--- config.mk ---
export PLATFORM = sky130hd
export DESIGN_NAME = matmul_sequencer_flat
export DESIGN_NICKNAME = d
export VERILOG_FILES = /design/src/rtl/matmul_pkg.sv /design/src/rtl/matmul_sequencer_if.sv /design/src/rtl/matseq_loop_counter.sv /design/src/rtl/matmul_sequencer.sv /design/src/flat_wrapper.sv
export SDC_FILE = /design/constraint.sdc
export NUM_CORES = 1
export LEC_CHECK = 0
export ABC_CLOCK_PERIOD_IN_PS = 5880
export BUFFER_PORTS_ARGS = -buffer_cell sky130_fd_sc_hd__buf_2
export CORE_MARGIN = 3
export CORE_UTILIZATION = 50
export CTS_CLUSTER_DIAMETER = 80
export DETAILED_ROUTE_END_ITERATION = 16
export PLACE_DENSITY = 0.69
export SYNTH_ARGS = -nofsm -noshare
export SYNTH_HDL_FRONTEND = slang
export SYNTH_HIERARCHICAL = 1
export SYNTH_SLANG_ARGS = --single-unit
export TNS_END_PERCENT = 100
--- constraint.sdc ---
create_clock -name clk -period 5.88 [get_ports clk]
set_clock_uncertainty 0.1 [all_clocks]
set_input_delay 0.882 -clock clk [delete_from_list [all_inputs] [get_ports clk]]
set_output_delay 0.882 -clock clk [all_outputs]
set_load 0.01 [all_outputs]
--- src/rtl/matmul_pkg.sv ---
// Shared types and sizing for the matrix-multiply sequencer slice.
// Holds the FSM state encoding, the pass configuration record and default widths.
package matmul_pkg;

    localparam int ADDR_W = 16;
    localparam int DIM_W  = 8;

    typedef enum logic [1:0] {
        IDLE,
        RUN,
        DRAIN,
        FINISH
    } seq_state_t;

    typedef struct packed {
        logic [DIM_W-1:0]  m;
        logic [DIM_W-1:0]  k;
        logic [DIM_W-1:0]  n;
        logic              b_transpose;
        logic [ADDR_W-1:0] a_base;
        logic [ADDR_W-1:0] b_base;
        logic [ADDR_W-1:0] c_base;
    } mm_cfg_t;

    function automatic logic any_zero_dim(input mm_cfg_t c);
        return (c.m == '0) || (c.k == '0) || (c.n == '0);
    endfunction

endpackage

--- src/rtl/matmul_sequencer_if.sv ---
// Start/done handshake, pass configuration and SRAM/MAC strobes of the sequencer.
// The pass scheduler is the master; the sequencer is the slave.
interface matmul_sequencer_if
    import matmul_pkg::*;
();
    logic              start;
    logic [DIM_W-1:0]  cfg_m;
    logic [DIM_W-1:0]  cfg_k;
    logic [DIM_W-1:0]  cfg_n;
    logic              cfg_b_transpose;
    logic [ADDR_W-1:0] cfg_a_base;
    logic [ADDR_W-1:0] cfg_b_base;
    logic [ADDR_W-1:0] cfg_c_base;

    logic              busy;
    logic              done;
    logic [ADDR_W-1:0] a_rd_addr;
    logic [ADDR_W-1:0] b_rd_addr;
    logic              mac_en;
    logic              mac_clear;
    logic              c_wr_en;
    logic [ADDR_W-1:0] c_wr_addr;

    modport master (
        output start, cfg_m, cfg_k, cfg_n, cfg_b_transpose, cfg_a_base, cfg_b_base, cfg_c_base,
        input  busy, done, a_rd_addr, b_rd_addr, mac_en, mac_clear, c_wr_en, c_wr_addr
    );

    modport slave (
        input  start, cfg_m, cfg_k, cfg_n, cfg_b_transpose, cfg_a_base, cfg_b_base, cfg_c_base,
        output busy, done, a_rd_addr, b_rd_addr, mac_en, mac_clear, c_wr_en, c_wr_addr
    );
endinterface

--- src/rtl/matseq_loop_counter.sv ---
// Nested i (row) / j (column) / k (inner) counters for one matmul pass.
// Flags describe the index triple currently being issued; wrap strobes steer the pointer adders.
module matseq_loop_counter
    import matmul_pkg::*;
(
    input  logic             clk,
    input  logic             reset_n,
    input  logic             i_clear,
    input  logic             i_advance,
    input  logic [DIM_W-1:0] i_dim_m,
    input  logic [DIM_W-1:0] i_dim_k,
    input  logic [DIM_W-1:0] i_dim_n,
    output logic             o_k_first,
    output logic             o_k_last,
    output logic             o_last_iter,
    output logic             o_k_wrap,
    output logic             o_j_wrap
);
    logic [DIM_W-1:0] r_i, r_j, r_k;
    logic             w_i_last, w_j_last, w_k_last;

    assign w_i_last    = (r_i == i_dim_m - DIM_W'(1));
    assign w_j_last    = (r_j == i_dim_n - DIM_W'(1));
    assign w_k_last    = (r_k == i_dim_k - DIM_W'(1));
    assign o_k_first   = (r_k == '0);
    assign o_k_last    = w_k_last;
    assign o_last_iter = w_i_last && w_j_last && w_k_last;
    assign o_k_wrap    = i_advance && w_k_last;
    assign o_j_wrap    = i_advance && w_k_last && w_j_last;

    // NOTE: sequential state is updated with non-blocking assignments so every
    // flop samples pre-edge values regardless of statement order.
    always_ff @(posedge clk or negedge reset_n) begin
        if (!reset_n) begin
            r_i <= '0;
            r_j <= '0;
            r_k <= '0;
        end else if (i_clear) begin
            r_i <= '0;
            r_j <= '0;
            r_k <= '0;
        end else if (i_advance) begin
            if (w_k_last) begin
                r_k <= '0;
                if (w_j_last) begin
                    r_j <= '0;
                    r_i <= r_i + DIM_W'(1);
                end else begin
                    r_j <= r_j + DIM_W'(1);
                end
            end else begin
                r_k <= r_k + DIM_W'(1);
            end
        end
    end
endmodule

--- src/rtl/matmul_sequencer.sv ---
// Address/strobe sequencer for one C = A x B (or A x B^T) pass on the single-MAC datapath.
// Pointers advance by addition only; MAC/write strobes trail the addresses by the 1-cycle SRAM latency.
module matmul_sequencer
    import matmul_pkg::*;
(
    input  logic               clk,
    input  logic               reset_n,
    matmul_sequencer_if.slave  bus
);
    seq_state_t        r_state, w_next_state;
    mm_cfg_t           w_cfg_in;
    logic              w_accept, w_zero_dim, w_advance;
    logic              w_k_first, w_k_last, w_last_iter, w_k_wrap, w_j_wrap;

    logic [DIM_W-1:0]  r_m, r_k, r_n;
    logic              r_b_transpose;
    logic [ADDR_W-1:0] r_b_base;
    logic [ADDR_W-1:0] r_a_addr, r_a_row, r_b_addr, r_b_col, r_c_ptr;
    logic              r_busy, r_done, r_mac_en, r_mac_clear, r_c_wr_en;
    logic [ADDR_W-1:0] r_c_wr_addr;

    assign w_cfg_in = '{m: bus.cfg_m, k: bus.cfg_k, n: bus.cfg_n,
                        b_transpose: bus.cfg_b_transpose, a_base: bus.cfg_a_base,
                        b_base: bus.cfg_b_base, c_base: bus.cfg_c_base};
    assign w_accept   = (r_state == IDLE) && bus.start;
    assign w_zero_dim = any_zero_dim(w_cfg_in);
    assign w_advance  = (r_state == RUN) && !w_last_iter;

    matseq_loop_counter u_loop (
        .clk        (clk),
        .reset_n    (reset_n),
        .i_clear    (w_accept),
        .i_advance  (w_advance),
        .i_dim_m    (r_m),
        .i_dim_k    (r_k),
        .i_dim_n    (r_n),
        .o_k_first  (w_k_first),
        .o_k_last   (w_k_last),
        .o_last_iter(w_last_iter),
        .o_k_wrap   (w_k_wrap),
        .o_j_wrap   (w_j_wrap)
    );

    always_ff @(posedge clk or negedge reset_n) begin
        if (!reset_n) r_state <= IDLE;
        else          r_state <= w_next_state;
    end

    // NOTE: the next state is defaulted before the case so no path leaves it
    // unassigned, which would otherwise infer a latch.
    always_comb begin
        w_next_state = r_state;
        case (r_state)
            IDLE:    if (bus.start) w_next_state = w_zero_dim ? FINISH : RUN;
            RUN:     if (w_last_iter) w_next_state = DRAIN;
            DRAIN:   w_next_state = FINISH;
            FINISH:  w_next_state = IDLE;
            default: w_next_state = IDLE;
        endcase
    end

    always_ff @(posedge clk or negedge reset_n) begin
        if (!reset_n) begin
            r_m           <= '0;
            r_k           <= '0;
            r_n           <= '0;
            r_b_transpose <= 1'b0;
            r_b_base      <= '0;
        end else if (w_accept) begin
            r_m           <= w_cfg_in.m;
            r_k           <= w_cfg_in.k;
            r_n           <= w_cfg_in.n;
            r_b_transpose <= w_cfg_in.b_transpose;
            r_b_base      <= w_cfg_in.b_base;
        end
    end

    // a_row/b_col remember where the current row of A / column of B starts,
    // so a k wrap can rewind without a multiply.
    always_ff @(posedge clk or negedge reset_n) begin
        if (!reset_n) begin
            r_a_addr <= '0;
            r_a_row  <= '0;
            r_b_addr <= '0;
            r_b_col  <= '0;
            r_c_ptr  <= '0;
        end else if (w_accept && !w_zero_dim) begin
            r_a_addr <= w_cfg_in.a_base;
            r_a_row  <= w_cfg_in.a_base;
            r_b_addr <= w_cfg_in.b_base;
            r_b_col  <= w_cfg_in.b_base;
            r_c_ptr  <= w_cfg_in.c_base;
        end else if (w_advance) begin
            if (w_j_wrap) begin
                r_a_addr <= r_a_addr + ADDR_W'(1);
                r_a_row  <= r_a_addr + ADDR_W'(1);
            end else if (w_k_wrap) begin
                r_a_addr <= r_a_row;
            end else begin
                r_a_addr <= r_a_addr + ADDR_W'(1);
            end

            if (w_j_wrap) begin
                r_b_addr <= r_b_base;
                r_b_col  <= r_b_base;
            end else if (r_b_transpose) begin
                r_b_addr <= r_b_addr + ADDR_W'(1);
            end else if (w_k_wrap) begin
                r_b_addr <= r_b_col + ADDR_W'(1);
                r_b_col  <= r_b_col + ADDR_W'(1);
            end else begin
                r_b_addr <= r_b_addr + ADDR_W'(r_n);
            end

            if (w_k_wrap) r_c_ptr <= r_c_ptr + ADDR_W'(1);
        end
    end

    always_ff @(posedge clk or negedge reset_n) begin
        if (!reset_n) begin
            r_busy      <= 1'b0;
            r_done      <= 1'b0;
            r_mac_en    <= 1'b0;
            r_mac_clear <= 1'b0;
            r_c_wr_en   <= 1'b0;
            r_c_wr_addr <= '0;
        end else begin
            r_busy      <= (w_next_state == RUN) || (w_next_state == DRAIN);
            r_done      <= (w_next_state == FINISH);
            r_mac_en    <= (r_state == RUN);
            r_mac_clear <= (r_state == RUN) && w_k_first;
            r_c_wr_en   <= (r_state == RUN) && w_k_last;
            if ((r_state == RUN) && w_k_last) r_c_wr_addr <= r_c_ptr;
        end
    end

    assign bus.busy      = r_busy;
    assign bus.done      = r_done;
    assign bus.a_rd_addr = r_a_addr;
    assign bus.b_rd_addr = r_b_addr;
    assign bus.mac_en    = r_mac_en;
    assign bus.mac_clear = r_mac_clear;
    assign bus.c_wr_en   = r_c_wr_en;
    assign bus.c_wr_addr = r_c_wr_addr;
endmodule

--- src/flat_wrapper.sv ---
// flat-port wrapper written by rule: the top's interface ports become plain ports
module matmul_sequencer_flat import matmul_pkg::*;
  (clk, reset_n, bus_start, bus_cfg_m, bus_cfg_k, bus_cfg_n, bus_cfg_b_transpose, bus_cfg_a_base, bus_cfg_b_base, bus_cfg_c_base, bus_busy, bus_done, bus_a_rd_addr, bus_b_rd_addr, bus_mac_en, bus_mac_clear, bus_c_wr_en, bus_c_wr_addr);
  matmul_sequencer_if bus_i ();
  input  logic clk;
  input  logic reset_n;
  input wire logic [$bits(bus_i.start)-1:0] bus_start;
  input wire logic [$bits(bus_i.cfg_m)-1:0] bus_cfg_m;
  input wire logic [$bits(bus_i.cfg_k)-1:0] bus_cfg_k;
  input wire logic [$bits(bus_i.cfg_n)-1:0] bus_cfg_n;
  input wire logic [$bits(bus_i.cfg_b_transpose)-1:0] bus_cfg_b_transpose;
  input wire logic [$bits(bus_i.cfg_a_base)-1:0] bus_cfg_a_base;
  input wire logic [$bits(bus_i.cfg_b_base)-1:0] bus_cfg_b_base;
  input wire logic [$bits(bus_i.cfg_c_base)-1:0] bus_cfg_c_base;
  output wire logic [$bits(bus_i.busy)-1:0] bus_busy;
  output wire logic [$bits(bus_i.done)-1:0] bus_done;
  output wire logic [$bits(bus_i.a_rd_addr)-1:0] bus_a_rd_addr;
  output wire logic [$bits(bus_i.b_rd_addr)-1:0] bus_b_rd_addr;
  output wire logic [$bits(bus_i.mac_en)-1:0] bus_mac_en;
  output wire logic [$bits(bus_i.mac_clear)-1:0] bus_mac_clear;
  output wire logic [$bits(bus_i.c_wr_en)-1:0] bus_c_wr_en;
  output wire logic [$bits(bus_i.c_wr_addr)-1:0] bus_c_wr_addr;
  assign bus_i.start = bus_start;
  assign bus_i.cfg_m = bus_cfg_m;
  assign bus_i.cfg_k = bus_cfg_k;
  assign bus_i.cfg_n = bus_cfg_n;
  assign bus_i.cfg_b_transpose = bus_cfg_b_transpose;
  assign bus_i.cfg_a_base = bus_cfg_a_base;
  assign bus_i.cfg_b_base = bus_cfg_b_base;
  assign bus_i.cfg_c_base = bus_cfg_c_base;
  assign bus_busy = bus_i.busy;
  assign bus_done = bus_i.done;
  assign bus_a_rd_addr = bus_i.a_rd_addr;
  assign bus_b_rd_addr = bus_i.b_rd_addr;
  assign bus_mac_en = bus_i.mac_en;
  assign bus_mac_clear = bus_i.mac_clear;
  assign bus_c_wr_en = bus_i.c_wr_en;
  assign bus_c_wr_addr = bus_i.c_wr_addr;
  matmul_sequencer u_core (.clk(clk), .reset_n(reset_n), .bus(bus_i));
endmodule
* Word level (Yosys, flattened, before mapping)
Index checks and enable logic that the tools add are counted.
** Word-level totals
- Bits of input ports :: 76
- Register bits :: 168
- Output and inout port bits :: 53
- Word-level logic and storage cells :: 107
** Operators by class
- Reduce and logical (&&, ||, !) cells :: 31
- $add $sub $neg :: 11
- Multiplexer cells :: 35
- Equal/unequal tests :: 10
** Operators with widths (count)
- $mux 16 :: 20
- $mux 8 :: 11
- $add 16x1->16 const B :: 4
- $logic_not 8->1 :: 4
- $add 8x1->8 const B :: 3
- $eq 8x8->1 :: 3
- $sub 8x1->8 const B :: 3
- $add 16x8->16 :: 1
- $reduce_bool 2->1 :: 6
- $logic_and 1x1->1 :: 9
- $eq 2x2->1 const B :: 4
- $pmux 2 s4 :: 1
- $mux 2 :: 3
- $reduce_and 2->1 :: 3
- $reduce_and 3->1 :: 2
- $eq 2x1->1 const B :: 2
- $logic_or 1x1->1 :: 3
- $ne 3x3->1 const B :: 1
- $reduce_bool 3->1 :: 1
- $logic_not 1->1 :: 2
- $logic_not 2->1 :: 1

* Depth between registers and ports, before layout
Gate-level depths: netlist of the first run.
- Word-level depth :: 12
- Depth in mapped cells :: 25
- Depth with buffers taken out :: 19

* Cells and area by module
The synthesis of the first run kept the hierarchy.
** Modules (own cells, without submodules)
- matmul_sequencer :: area each 8041.5 um2, cells an instance 860, seq. area each 3603.5 um2, times used 1
- matseq_loop_counter :: area each 2229.6 um2, cells an instance 266, seq. area each 600.6 um2, times used 1

* Least setup slack after synthesis of the first run
OpenSTA, ideal clock, no wires.
- Path kind :: flip-flop to flip-flop
- From :: register u_core.r_n[0]
- To :: register u_core.r_b_col[7]
- Required time :: 5659 ps
- Data arrival time :: 4815 ps
- Stages on the path, launching flop included :: 25
- Library setup time :: 121 ps
- Slack :: 843 ps
- Buffers on the path :: 6
- Cells stage by stage :: dfrtp_1 -> inv_1 -> ha_1 -> clkbuf_1 -> nand2b_1 -> nand3_1 -> o21ai_0 -> a2111oi_4 -> nand2_1 -> buf_2 -> a2111oi_0 -> nor2_1 -> nand2_1 -> clkinv_1 -> clkbuf_1 -> clkbuf_1 -> buf_6 -> nand3_1 -> inv_1 -> clkbuf_1 -> nor2b_1 -> o21ai_0 -> nand2_1 -> o31a_1 -> o22a_1
** On the way
- Cells in the longest elaborated chain, start to end :: 11
- Elaborated cells on any way between the ends :: 15
** RTL lines
- from (decl) :: RTL line matmul_sequencer.sv:15 : logic [DIM_W-1:0] r_m, r_k, r_n;
- from (signal assigned) :: RTL line matmul_sequencer.sv:72 : r_n <= w_cfg_in.n;
- $sub 8x1->8 (*) :: RTL line matseq_loop_counter.sv:23 : assign w_j_last = (r_j == i_dim_n - DIM_W'(1));
- $eq 8x8->1 (*) :: RTL line matseq_loop_counter.sv:23
- $logic_and 1x1->1 (*) (2 in a row) :: RTL line matseq_loop_counter.sv:27 : assign o_last_iter = w_i_last && w_j_last && w_k_last;
- net u_core.w_last_iter :: RTL line matmul_sequencer.sv:13 : logic w_k_first, w_k_last, w_last_iter, w_k_wrap, w_j_wrap;
- $logic_not 1->1 (*) :: RTL line matmul_sequencer.sv:27 : assign w_advance = (r_state == RUN) && !w_last_iter;
- $logic_and 1x1->1 (*) :: RTL line matmul_sequencer.sv:27
- net u_core.w_advance :: RTL line matmul_sequencer.sv:12 : logic w_accept, w_zero_dim, w_advance;
- $logic_and 1x1->1 (*) :: RTL line matseq_loop_counter.sv:28 : assign o_k_wrap = i_advance && w_k_last;
- net u_core.w_k_wrap :: RTL line matmul_sequencer.sv:13
- $logic_and 1x1->1 :: RTL line matseq_loop_counter.sv:29 : assign o_j_wrap = i_advance && w_k_last && w_j_last;
- $mux 16 :: RTL line matmul_sequencer.sv:103 : if (w_j_wrap) begin
- $mux 16 :: RTL line matmul_sequencer.sv:93 : end else if (w_advance) begin
- $mux 16 :: RTL line matmul_sequencer.sv:87 : end else if (w_accept && !w_zero_dim) begin
- to (signal assigned) :: RTL line matmul_sequencer.sv:91 : r_b_col <= w_cfg_in.b_base;
- to (signal assigned) :: RTL line matmul_sequencer.sv:105 : r_b_col <= r_b_base;
- to (signal assigned) :: RTL line matmul_sequencer.sv:110 : r_b_col <= r_b_col + ADDR_W'(1);
- to (decl) :: RTL line matmul_sequencer.sv:18 : logic [ADDR_W-1:0] r_a_addr, r_a_row, r_b_addr, r_b_col, r_c_ptr;
Mark *: on every way through the listed nets, which the timed path passes. The rest lies on a longest branch. The select of a mux whose other input is x is not followed.
A chain may end at the register's enable or synchronous reset.

* Worst setup path after layout of the first run
- From :: register u_core.r_n[0]
- To :: register u_core.r_b_col[3]
** On the way
- Cells in the longest elaborated chain, start to end :: 11
- Elaborated cells on any way between the ends :: 15
** RTL lines (RTL line)
- $sub 8x1->8 (*) :: matseq_loop_counter.sv:23
- $eq 8x8->1 (*) :: matseq_loop_counter.sv:23
- $logic_and 1x1->1 (*) (2 in a row) :: matseq_loop_counter.sv:27
- net u_core.w_last_iter :: matmul_sequencer.sv:13
- $logic_not 1->1 (*) :: matmul_sequencer.sv:27
- $logic_and 1x1->1 (*) :: matmul_sequencer.sv:27
- $logic_and 1x1->1 (*) :: matseq_loop_counter.sv:28
- net u_core.w_k_wrap :: matmul_sequencer.sv:13
- $logic_and 1x1->1 :: matseq_loop_counter.sv:29
- $mux 16 :: matmul_sequencer.sv:103
- $mux 16 :: matmul_sequencer.sv:93
- $mux 16 :: matmul_sequencer.sv:87
Marked as above.

==> results.ini, run 1 <==
[outcome]
outcome=complete, no violations

[synthesis]
synth_top_cell_by_area=dfrtp_1
syn-num-nets=1223
synthArstFlopShare=1.00
syn_area_um2=10300
synth-edff-count=0
synth_area_leaders=dfrtp_1 (41%), mux2_2 (6.4%), nand2_1 (4.5%)
ys_ff_latch=168
syn_avg_cell_area_um2=9.12
netlist_instances=1126
yosysSeqAreaShare=0.409
synth_cell_types=85
synth_warnings=6
synth_top_area_share=0.409
synth-main-ff-cell=dfrtp_1

[layout]
drive_gt1_frac=0.204
layout.nets=1332
area_growth_pct=13.8
multiInputGateArea_um2=5700
num-fill-cells=1764
register_area_um2=4200
final_cell_count_no_fill=1514

[sta]
final-setup-viol-count=0
rsz0062_at_grt=no
fin_setup_tns_ns=0
min_period_ns=5.08
clock.fmax_ghz=0.197
timing.final.crit_share=0.863
holdWs_ns=0.332
slew_headroom=0.409
tightest_slew_ns=0.886
drv_slew=0
hold_viol=0

[worst_setup_path]
cpMostUsedCell=nand2_1
cp_top_family=compound AO/OA/AOI/OAI gates
cpPeakStageDelay_ns=0.62
worstSetupPathType=flip-flop to flip-flop
critical_path_peak_fanout=21
arrival_ns=5.29
crit_chain=inv_1 -> ha_1 -> nand2b_1 -> nand3_1 -> o21ai_0 -> a2111oi_4 -> nand2_1 -> buf_4 -> a2111oi_0 -> nor2_1 -> nand2_1 -> clkinv_1 -> nand3_1 -> inv_1 -> nand2_1 -> a21oi_1 -> nor2_1 -> a21oi_1 -> o2bb2a_1
r2r_start=u_core/r_n[0]$_DFFE_PN0P_
worstSetupStartpoint=u_core/r_n[0]$_DFFE_PN0P_
worst-path-buf-inv=4
end_kind=flip-flop
cp_slowest_cell=a2111oi_0
worstPathRequired_ns=6.10
cp-start-kind=flip-flop

[cts]
cts_setup_buffers=0
htree_levels=4
postCtsHoldBufs=0
clkSinkCount=168
cts_inserted_buffers=17
ctsResizeCount=0
cts-root-buf=clkbuf_16
clkLatencyLatePin_ns=0.43
clockBufferDepth=2
clk_pin_slew_worst_paths_ns=0.07
cts_tree=done

[power]
p_leak_nw=5.02
power_density_nw_per_um2=518
vdd_drop_max_uv=218

[global_route]
grt_pass1_wl_mm=45.3
use_met2=0.396
grt_max_degree=72
use_met3=0.0492
overflow=0
grt_use_total=0.252
met1_usage=0.363
antenna_found_initial=4
grt_most_used_layer=met2
grt_pass1_vias=8492

[detailed_routing]
post_drt_wl_per_cell_um=18.1
firstDrtPassIters=5
final_antenna_net_count=0
drt_iter0_drc=806
routed_wl_mm=27.5
vias=9138
drc=0
routed_via_density=6.04

[floorplanning]
rows=51
core_area_um2=19800
pin_count=129
die_y_um=149
fp.dieW_um=149
start_util=0.518
die_area_um2=22300

[place]
io_buffers=128
dp.cells=1481
dp_hpwl_mm=19.1
gp_congestion=0.953

[flow_run]
drv_cap=0

[worst_hold_path]
hold_path.class=primary input to async pin

==> layer usage <==
layer / wire length (um) / vias up
met5: 28 / -
met4: 298 / 6
met3: 1740 / 36
met2: 12900 / 289
met1: 12400 / 4457
li1: - / 4350
==> through the flow <==
| step | setup slack [ns] | area (um^2) | power [W] | util |
|---|---|---|---|---|
| floorplan | 0.843 | 10300 | 0.00415 | - |
| global placement | 1.20 | 11100 | 0.00488 | 0.560 |
| detailed placement | 0.932 | 11100 | 0.00493 | 0.560 |
| CTS | 0.894 | 11700 | 0.00605 | 0.589 |
| global route | 0.407 | 11700 | 0.00654 | 0.589 |
| finish | 0.804 | 11700 | 0.00606 | 0.589 |
==> flip-flops by register name, summed over array words and instances, names as in the netlist <==
register,cells
u_core/r_b_base,16
u_core/r_a_row,16
u_core/r_k,8
u_core/r_b_col,16
u_core/u_loop/r_i,8
u_core/bus.a_rd_addr,16
u_core/bus.b_rd_addr,16
u_core/r_n,8
u_core/bus.mac_en,1
u_core/u_loop/r_j,8
u_core/r_c_ptr,16
u_core/r_b_transpose,1
u_core/bus.busy,1
u_core/bus.c_wr_addr,16
u_core/u_loop/r_k,8
u_core/r_m,8
u_core/bus.mac_clear,1
u_core/bus.done,1
u_core/bus.c_wr_en,1
u_core/r_state,2
==> area by class of cell <==
type | instances | share of cell area
timing repair buffer | 142 | 0.0644
antenna | 1 | 0.000214
tap | 265 | 0.0284
multi-input combinational | 874 | 0.488
clock buffer | 17 | 0.0364
clock inverter | 15 | 0.0125
inverter | 32 | 0.0103
sequential | 168 | 0.360
==> Yosys cell counts, types with 20 or more instances <==
cell,number
and3_1,20
ha_1,20
nand2_1,123
a21oi_1,70
clkbuf_1,32
o21ai_0,78
nor3_1,25
mux2_2,58
nor2_1,94
inv_1,30
dfrtp_1,168
xnor2_1,39
nand3_1,52
xor2_1,35
==> layout by cell type, fill, tap and decap left out, types with 24 or more instances in the layout <==
cell type,synthesis,layout
nand3_1,52,52
xor2_1,35,35
mux2_2,58,58
xnor2_1,39,39
a21oi_1,70,70
dfrtp_1,168,168
o21ai_0,78,78
nand2_1,123,123
inv_1,30,30
nor2_1,94,94
nor3_1,25,24
buf_2,12,127
==> power by group <==
part / total [W] / internal (W) / leakage, nW / switching [W]
clock: 0.00111 / 0.000593 / 0.274 / 0.000513
sequential: 0.00232 / 0.00166 / 2.02 / 0.000663
combinational: 0.00263 / 0.00123 / 2.72 / 0.00140
total: 0.00606 / 0.00348 / 5.02 / 0.00257
==> worst register-to-register path, cell delays in order (launching register included) <==
cell and delay (ns):
dfrtp_1 0.49, inv_1 0.09, ha_1 0.31, nand2b_1 0.18
nand3_1 0.08, o21ai_0 0.14, a2111oi_4 0.41, nand2_1 0.09
buf_4 0.21, a2111oi_0 0.63, nor2_1 0.13, nand2_1 0.13
clkinv_1 0.08, nand3_1 0.12, inv_1 0.33, nand2_1 0.47
a21oi_1 0.15, nor2_1 0.46, a21oi_1 0.06, o2bb2a_1 0.31
==> kinds of logic (layout without fill, tap and decap cells) <==
group           Yosys count  in the layout  share of synthesized area
compound gates          292            292                      0.187
buf+inv                  84            206                     0.0361
other cells               0              1                          0
simple gates            418            418                      0.204
xor+xnor                 74             74                     0.0631
flops                   168            168                      0.409
mux                      69             69                     0.0746
fa+ha+maj                21             21                     0.0263
==> worst paths after layout <==
kind	end	cells after the start	slack (ns)
max in group asynchronous	u_core/r_k[3]$_DFFE_PN0P_	2	4.00
min in group clk	u_core/bus.c_wr_addr[15]$_DFFE_PN0P_	1	0.40
min	u_core/bus.c_wr_en$_DFF_PN0_	1	0.33
max	u_core/r_b_col[3]$_DFFE_PN0P_	19	0.80
max reg2reg	u_core/r_b_col[3]$_DFFE_PN0P_	19	0.80
min reg2reg	u_core/bus.c_wr_addr[15]$_DFFE_PN0P_	1	0.40
Power figures use the tool's default switching activity.
==> inputs of run 2 (changes only) <==
Settings changed: ABC_AREA set to 1, SYNTH_HIERARCHICAL 1 to not set.
==> run 2 against run 1 <==
  * Synthesized cell count up 33%
  * Synthesized area increased by 3.2%
  * Die area grew 3.0%
  * Maximum frequency increased by 32%
  * Largest cell class unchanged
  * Sequential power is 19% lower
  * Non-clock buffer count is 4 lower
  * Critical endpoint is now u_core.r_b_col[8]$_DFFE_PN0P_
  * Hold slack better by 0.040 ns
==> results.ini, run 2 <==
[synthesis]
synth_fa_ha_area_frac=0.0255
synth-edff-count=0
synth_top_cell_by_area=dfrtp_1
synth_compound_area_frac=0.133
synth_warnings=0
syn_avg_cell_area_um2=7.08
syn-num-nets=1594
synth_top_family_by_area=simple AND/OR/NAND/NOR gates
synth.most_common_cell=nand2_1
synthArstFlopShare=1.00
synth.area.mux_share=0
synth_top_area_share=0.397
ys_ff_latch=168
synth_area_leaders=dfrtp_1 (40%), nand2_1 (15%), inv_1 (5.8%)
synth.top_cells.by_count=nand2_1 (425), dfrtp_1 (168), inv_1 (164), nor2_1 (160), o21ai_0 (117)
synth-simple-area-share=0.299
netlist_instances=1497
syn_area_um2=10600
synth-main-ff-cell=dfrtp_1
synth-xor-area-share=0.0587
synth_cell_types=43
yosysSeqAreaShare=0.397

[cts]
htree_levels=4
postCtsHoldBufs=0
clockBufferDepth=2
cts_inserted_buffers=17
clkSinkCount=168
cts-root-buf=clkbuf_16
cts_tree=done
clk_pin_slew_worst_paths_ns=0.07
ctsResizeCount=0
clkLatencyLatePin_ns=0.44
cts_setup_buffers=0

[flow_run]
drv_cap=0

[layout]
area_growth_pct=12.9
antenna_cells=0
layout.nets=1699
final_cell_mix=nand2_1 (424), dfrtp_1 (168), inv_1 (164)
layout_commonest_cell=nand2_1
drive_gt1_frac=0.126
num-fill-cells=2019

[sta]
hold_viol=0
slew_headroom=0.396
final-setup-viol-count=0
timing.final.crit_share=0.655
clock.fmax_ghz=0.260
min_period_ns=3.85
fin_setup_tns_ns=0
holdWs_ns=0.372
tightest_slew_ns=0.906
rsz0062_at_grt=no
drv_slew=0
fin_ws_ns=2.03

[floorplanning]
pin_count=129
start_util=0.517
rows=52
die_area_um2=23000
core_area_um2=20500
fp.dieW_um=152
die_y_um=152

[global_route]
grt_pass1_wl_mm=48.0
overflow=0
antenna_found_initial=0
grt_pass1_vias=9505
grt_use_total=0.261
grt_max_degree=93

[detailed_routing]
vias=10200
drt_iter0_drc=782
final_antenna_net_count=0
routed_wl_mm=29.6
firstDrtPassIters=5
drc=0
post_drt_wl_per_cell_um=15.7
routed_via_density=5.39

[worst_setup_path]
rr_endpoint=u_core.r_b_col[8]$_DFFE_PN0P_
worstSetupEndpoint=u_core.r_b_col[8]$_DFFE_PN0P_
arrival_ns=4.05
r2r_cells=15
r2r_start=u_core.r_n[0]$_DFFE_PN0P_
worstSetupStartpoint=u_core.r_n[0]$_DFFE_PN0P_
critical_path_peak_fanout=21
cp-start-kind=flip-flop
rrSetupSlack_ns=2.03
end_kind=flip-flop
worstPathRequired_ns=6.08
worstSetupPathType=flip-flop to flip-flop

[power]
p_leak_nw=6.06
power_density_nw_per_um2=404
vdd_drop_max_uv=218

[place]
pre_cts_ws_ns=1.95
dp_hpwl_mm=21.2
io_buffers=128
gp_congestion=0.891

[outcome]
outcome=complete, no violations

[worst_hold_path]
hold_path.class=flip-flop to flip-flop

## run 2: cell types whose count changed in the layout (fill, tap and decap cells not counted), moves of 17 or more
cell     previous run  this run
inv_1              30       164
xor2_1             35        57
o21ai_0            78       117
nand3_1            52        90
mux2_2             58         0
nor2_1             94       159
nand2_1           123       424
o21ai_1             7        24
and3_1             20         0
xnor2_1            39        14
## run 2: area by class of cell
cell class,instances,area (um^2),area share
clock buffers,18,429,0.0359
clock inverters,14,130,0.0109
inverters,175,657,0.0549
multi-input cells,1102,5480,0.458
flip-flops and latches,168,4200,0.352
well taps,270,338,0.0283
repair buffers,138,722,0.0604
## run 2: power breakdown
group          switching (W)  internal, W
sequential          0.000397      0.00149
combinational        0.00110     0.000747
clock               0.000536     0.000561
total                0.00203      0.00279
## run 2: worst min-delay path by stage
stage                                                 end  slack [ns]  cells after the start                            start
after floorplan             u_core.r_a_row[0]$_DFFE_PN0P_        0.34                      2    u_core.r_a_row[0]$_DFFE_PN0P_
after global placement      u_core.r_a_row[0]$_DFFE_PN0P_        0.36                      2    u_core.r_a_row[0]$_DFFE_PN0P_
after detailed placement    u_core.r_a_row[0]$_DFFE_PN0P_        0.36                      2    u_core.r_a_row[0]$_DFFE_PN0P_
after CTS                   u_core.r_a_row[0]$_DFFE_PN0P_        0.38                      2    u_core.r_a_row[0]$_DFFE_PN0P_
after global routing      u_core.r_b_base[11]$_DFFE_PN0P_        0.40                      2  u_core.r_b_base[11]$_DFFE_PN0P_
final                       u_core.r_a_row[0]$_DFFE_PN0P_        0.37                      2    u_core.r_a_row[0]$_DFFE_PN0P_
## run 2: cell families (layout without fill, tap and decap cells)
family,Yosys count,after routing
simple gates,751,751
buf+inv,227,345
compound gates,259,259
xor+xnor,71,71
flops,168,168
fa+ha+maj,21,21
## run 2: through the flow
step / utilization / instance area [um^2] / instances / power [W]
floorplan: - / 10600 / 1497 / 0.00314
global placement: 0.556 / 11400 / 1853 / 0.00367
detailed placement: 0.556 / 11400 / 1853 / 0.00371
CTS: 0.583 / 12000 / 1885 / 0.00483
global route: 0.583 / 12000 / 1885 / 0.00522
finish: 0.583 / 12000 / 1885 / 0.00483
## run 2: critical path, cell delays in order (launching register included)
cell     delay [ns]
dfrtp_1        0.41
inv_1          0.20
ha_1           0.30
nand2_1        0.11
nor2_1         0.19
nand3_1        0.12
nand3_1        0.10
nand3_2        0.10
nor2_4         0.33
nand3_2        0.38
nand2_4        0.36
nand2_4        0.21
nand2_2        0.29
inv_2          0.22
o21ai_1        0.17
o21ai_1        0.11
## run 2: per-layer routing
metal / vias to the layer above / global-route usage / part of all wire
met2: 307 / 0.411 / 0.46
met4: 0 / 0.0741 / 0.017
met5: - / 0 / 0
li1: 5055 / - / -
met1: 4765 / 0.380 / 0.47
met3: 27 / 0.0360 / 0.060
==> inputs of run 3 (changes only) <==
Settings changed: ABC_CLOCK_PERIOD_IN_PS 5880 to 3400, PLACE_DENSITY 0.69 to 0.72.
Clock period 5.88 ns to 3.4 ns, I/O delays scaled along.
==> run 3 against run 2 <==
  * The flow now finishes with violations (negative hold slack)
  * Maximum frequency up 26%
  * Hold slack got worse by 0.39 ns
  * Global-route usage grew 0.49 points
  * Combinational power rose by 75%
  * Via count grew 1.2%
  * Sequential share of layout area down 0.29 points
  * Clock power increased by 79%
  * Utilization increased by 0.49 points
  * Power is 75% higher
  * Sequential power increased by 73%
  * Cell count rose by 0.42%
  * Register-to-register slack lost 1.7 ns
  * Critical path type unchanged
==> results.ini, run 3 (synthesis results as in run 2) <==
[outcome]
outcome=finished with violations
violations=negative hold slack

[sta]
rsz0062_at_grt=no
fin_setup_tns_ns=0
hold_viol=25
slew_headroom=0.503
clock.fmax_ghz=0.328
holdWs_ns=-0.0213
final-setup-viol-count=0
timing.final.crit_share=0.897
min_period_ns=3.05
tightest_slew_ns=0.744
drv_slew=0

[worst_setup_path]
arrival_ns=3.31
end_kind=flip-flop
worstPathRequired_ns=3.66
critical_path_peak_fanout=24
cpPeakStageDelay_ns=0.40
cpMostUsedCell=nor2_1
crit_chain=inv_1 -> ha_1 -> nand2_1 -> nor2_1 -> nand3_1 -> nand3_1 -> nand3_2 -> nor2_4 -> nand4_2 -> nand2_4 -> inv_2 -> nor2_1 -> nor2_1 -> a21oi_1
cp-start-kind=flip-flop
worstSetupPathType=flip-flop to flip-flop
cp_slowest_cell=dfrtp_1
rrSetupSlack_ns=0.35

[layout]
final_cell_mix=nand2_1 (424), dfrtp_1 (168), inv_1 (164)
area_growth_pct=13.8
num-fill-cells=1936
drive_gt1_frac=0.130
layout_commonest_cell=nand2_1
layout.nets=1707
antenna_cells=0
postLayoutCellArea_um2=12100

[global_route]
overflow=0
antenna_found_initial=0
grt_pass1_wl_mm=48.8
grt_use_total=0.266
met1_usage=0.387
use_met2=0.417
grt_max_degree=76
grt_most_used_layer=met2
use_met3=0.0452
grt_pass1_vias=9696

[detailed_routing]
routed_via_density=5.43
drt_iter0_drc=977
final_antenna_net_count=0
routed_wl_mm=29.9
post_drt_wl_per_cell_um=15.8
firstDrtPassIters=7
vias=10300
drc=0

[power]
p_leak_nw=6.11
vdd_drop_max_uv=393
power_density_nw_per_um2=702

[floorplanning]
rows=52
die_area_um2=23000
pin_count=129
fp.dieW_um=152
start_util=0.517
die_y_um=152
core_area_um2=20500

[cts]
postCtsHoldBufs=0
cts_tree=done
ctsResizeCount=0
clk_pin_slew_worst_paths_ns=0.07
clkSinkCount=168
cts_inserted_buffers=17
htree_levels=4
clkLatencyLatePin_ns=0.43
clockBufferDepth=2
cts_setup_buffers=0
cts-root-buf=clkbuf_16

[place]
postPlaceCellArea_um2=11500
io_buffers=128
dp_hpwl_mm=21.6
gp_congestion=0.915

[worst_hold_path]
hold_path.class=primary input to async pin

[flow_run]
drv_cap=0

## run 3: changes by cell type in the layout (fill, tap and decap cells not counted), sizes merged
| cell | before | now |
|---|---|---|
| clkbuf | 18 | 19 |
| clkinvlp | 2 | 4 |
| bufinv | 0 | 2 |
| buf | 138 | 146 |
| inv | 183 | 178 |
## run 3: worst paths after layout
path,startpoint,to,cells after the start
worst min-delay path,reset_n,u_core.u_loop.r_i[5]$_DFFE_PN0P_,1
worst max register to register,u_core.r_n[0]$_DFFE_PN0P_,u_core.bus.b_rd_addr[14]$_DFFE_PN0P_,14
worst max-delay path,u_core.r_n[0]$_DFFE_PN0P_,u_core.bus.b_rd_addr[14]$_DFFE_PN0P_,14
max in group asynchronous,reset_n,u_core.r_b_col[6]$_DFFE_PN0P_,2
min in group clk,bus_cfg_m[2],u_core.r_m[2]$_DFFE_PN0P_,3
worst min register to register,u_core.r_a_row[0]$_DFFE_PN0P_,u_core.r_a_row[0]$_DFFE_PN0P_,2
## run 3: cell type report
class                   instances  area (um^2)  area share
multi-input cells            1102         5480       0.454
flip-flops and latches        168         4200       0.349
repair buffers                146          795      0.0659
inverters                     175          657      0.0545
clock buffers                  19          443      0.0367
well taps                     270          338      0.0280
clock inverters                13          144      0.0119
## run 3: metrics by stage
stage | power (W) | util | hold WS, ns | std cells | setup slack (ns)
after CTS | 0.00847 | 0.588 | 0.00139 | 1893 | 0.396
after detailed placement | 0.00646 | 0.560 | 0.362 | 1861 | 0.401
after global routing | 0.00914 | 0.588 | 0.0111 | 1893 | 0.0336
final | 0.00847 | 0.588 | -0.0213 | 1893 | 0.350
after floorplan | 0.00543 | - | 0.114 | 1497 | 1.03
after global placement | 0.00639 | 0.560 | 0.351 | 1861 | 0.483
## run 3: per-layer routing
| metal | wire length (um) | share of wire | up-vias |
|---|---|---|---|
| met3 | 1980 | 0.066 | 32 |
| met2 | 13600 | 0.46 | 370 |
| met1 | 13900 | 0.46 | 4813 |
| met4 | 408 | 0.014 | 0 |
| met5 | 0 | 0 | - |
| li1 | - | - | 5061 |
## run 3: critical path: cells and delay by family (launching register included)
kind / cells / cell delay [ns]
AO/OA/AOI/OAI: 1 / 0.16
adder cells (fa/ha/maj): 1 / 0.26
buffers and inverters: 2 / 0.43
flip-flops: 1 / 0.40
AND/OR/NAND/NOR: 10 / 1.62
## run 3: power by group
group          internal [W]  total (W)  switching [W]
Clock               0.00111    0.00197       0.000860
Sequential          0.00257    0.00325       0.000682
Combinational       0.00130    0.00324        0.00194
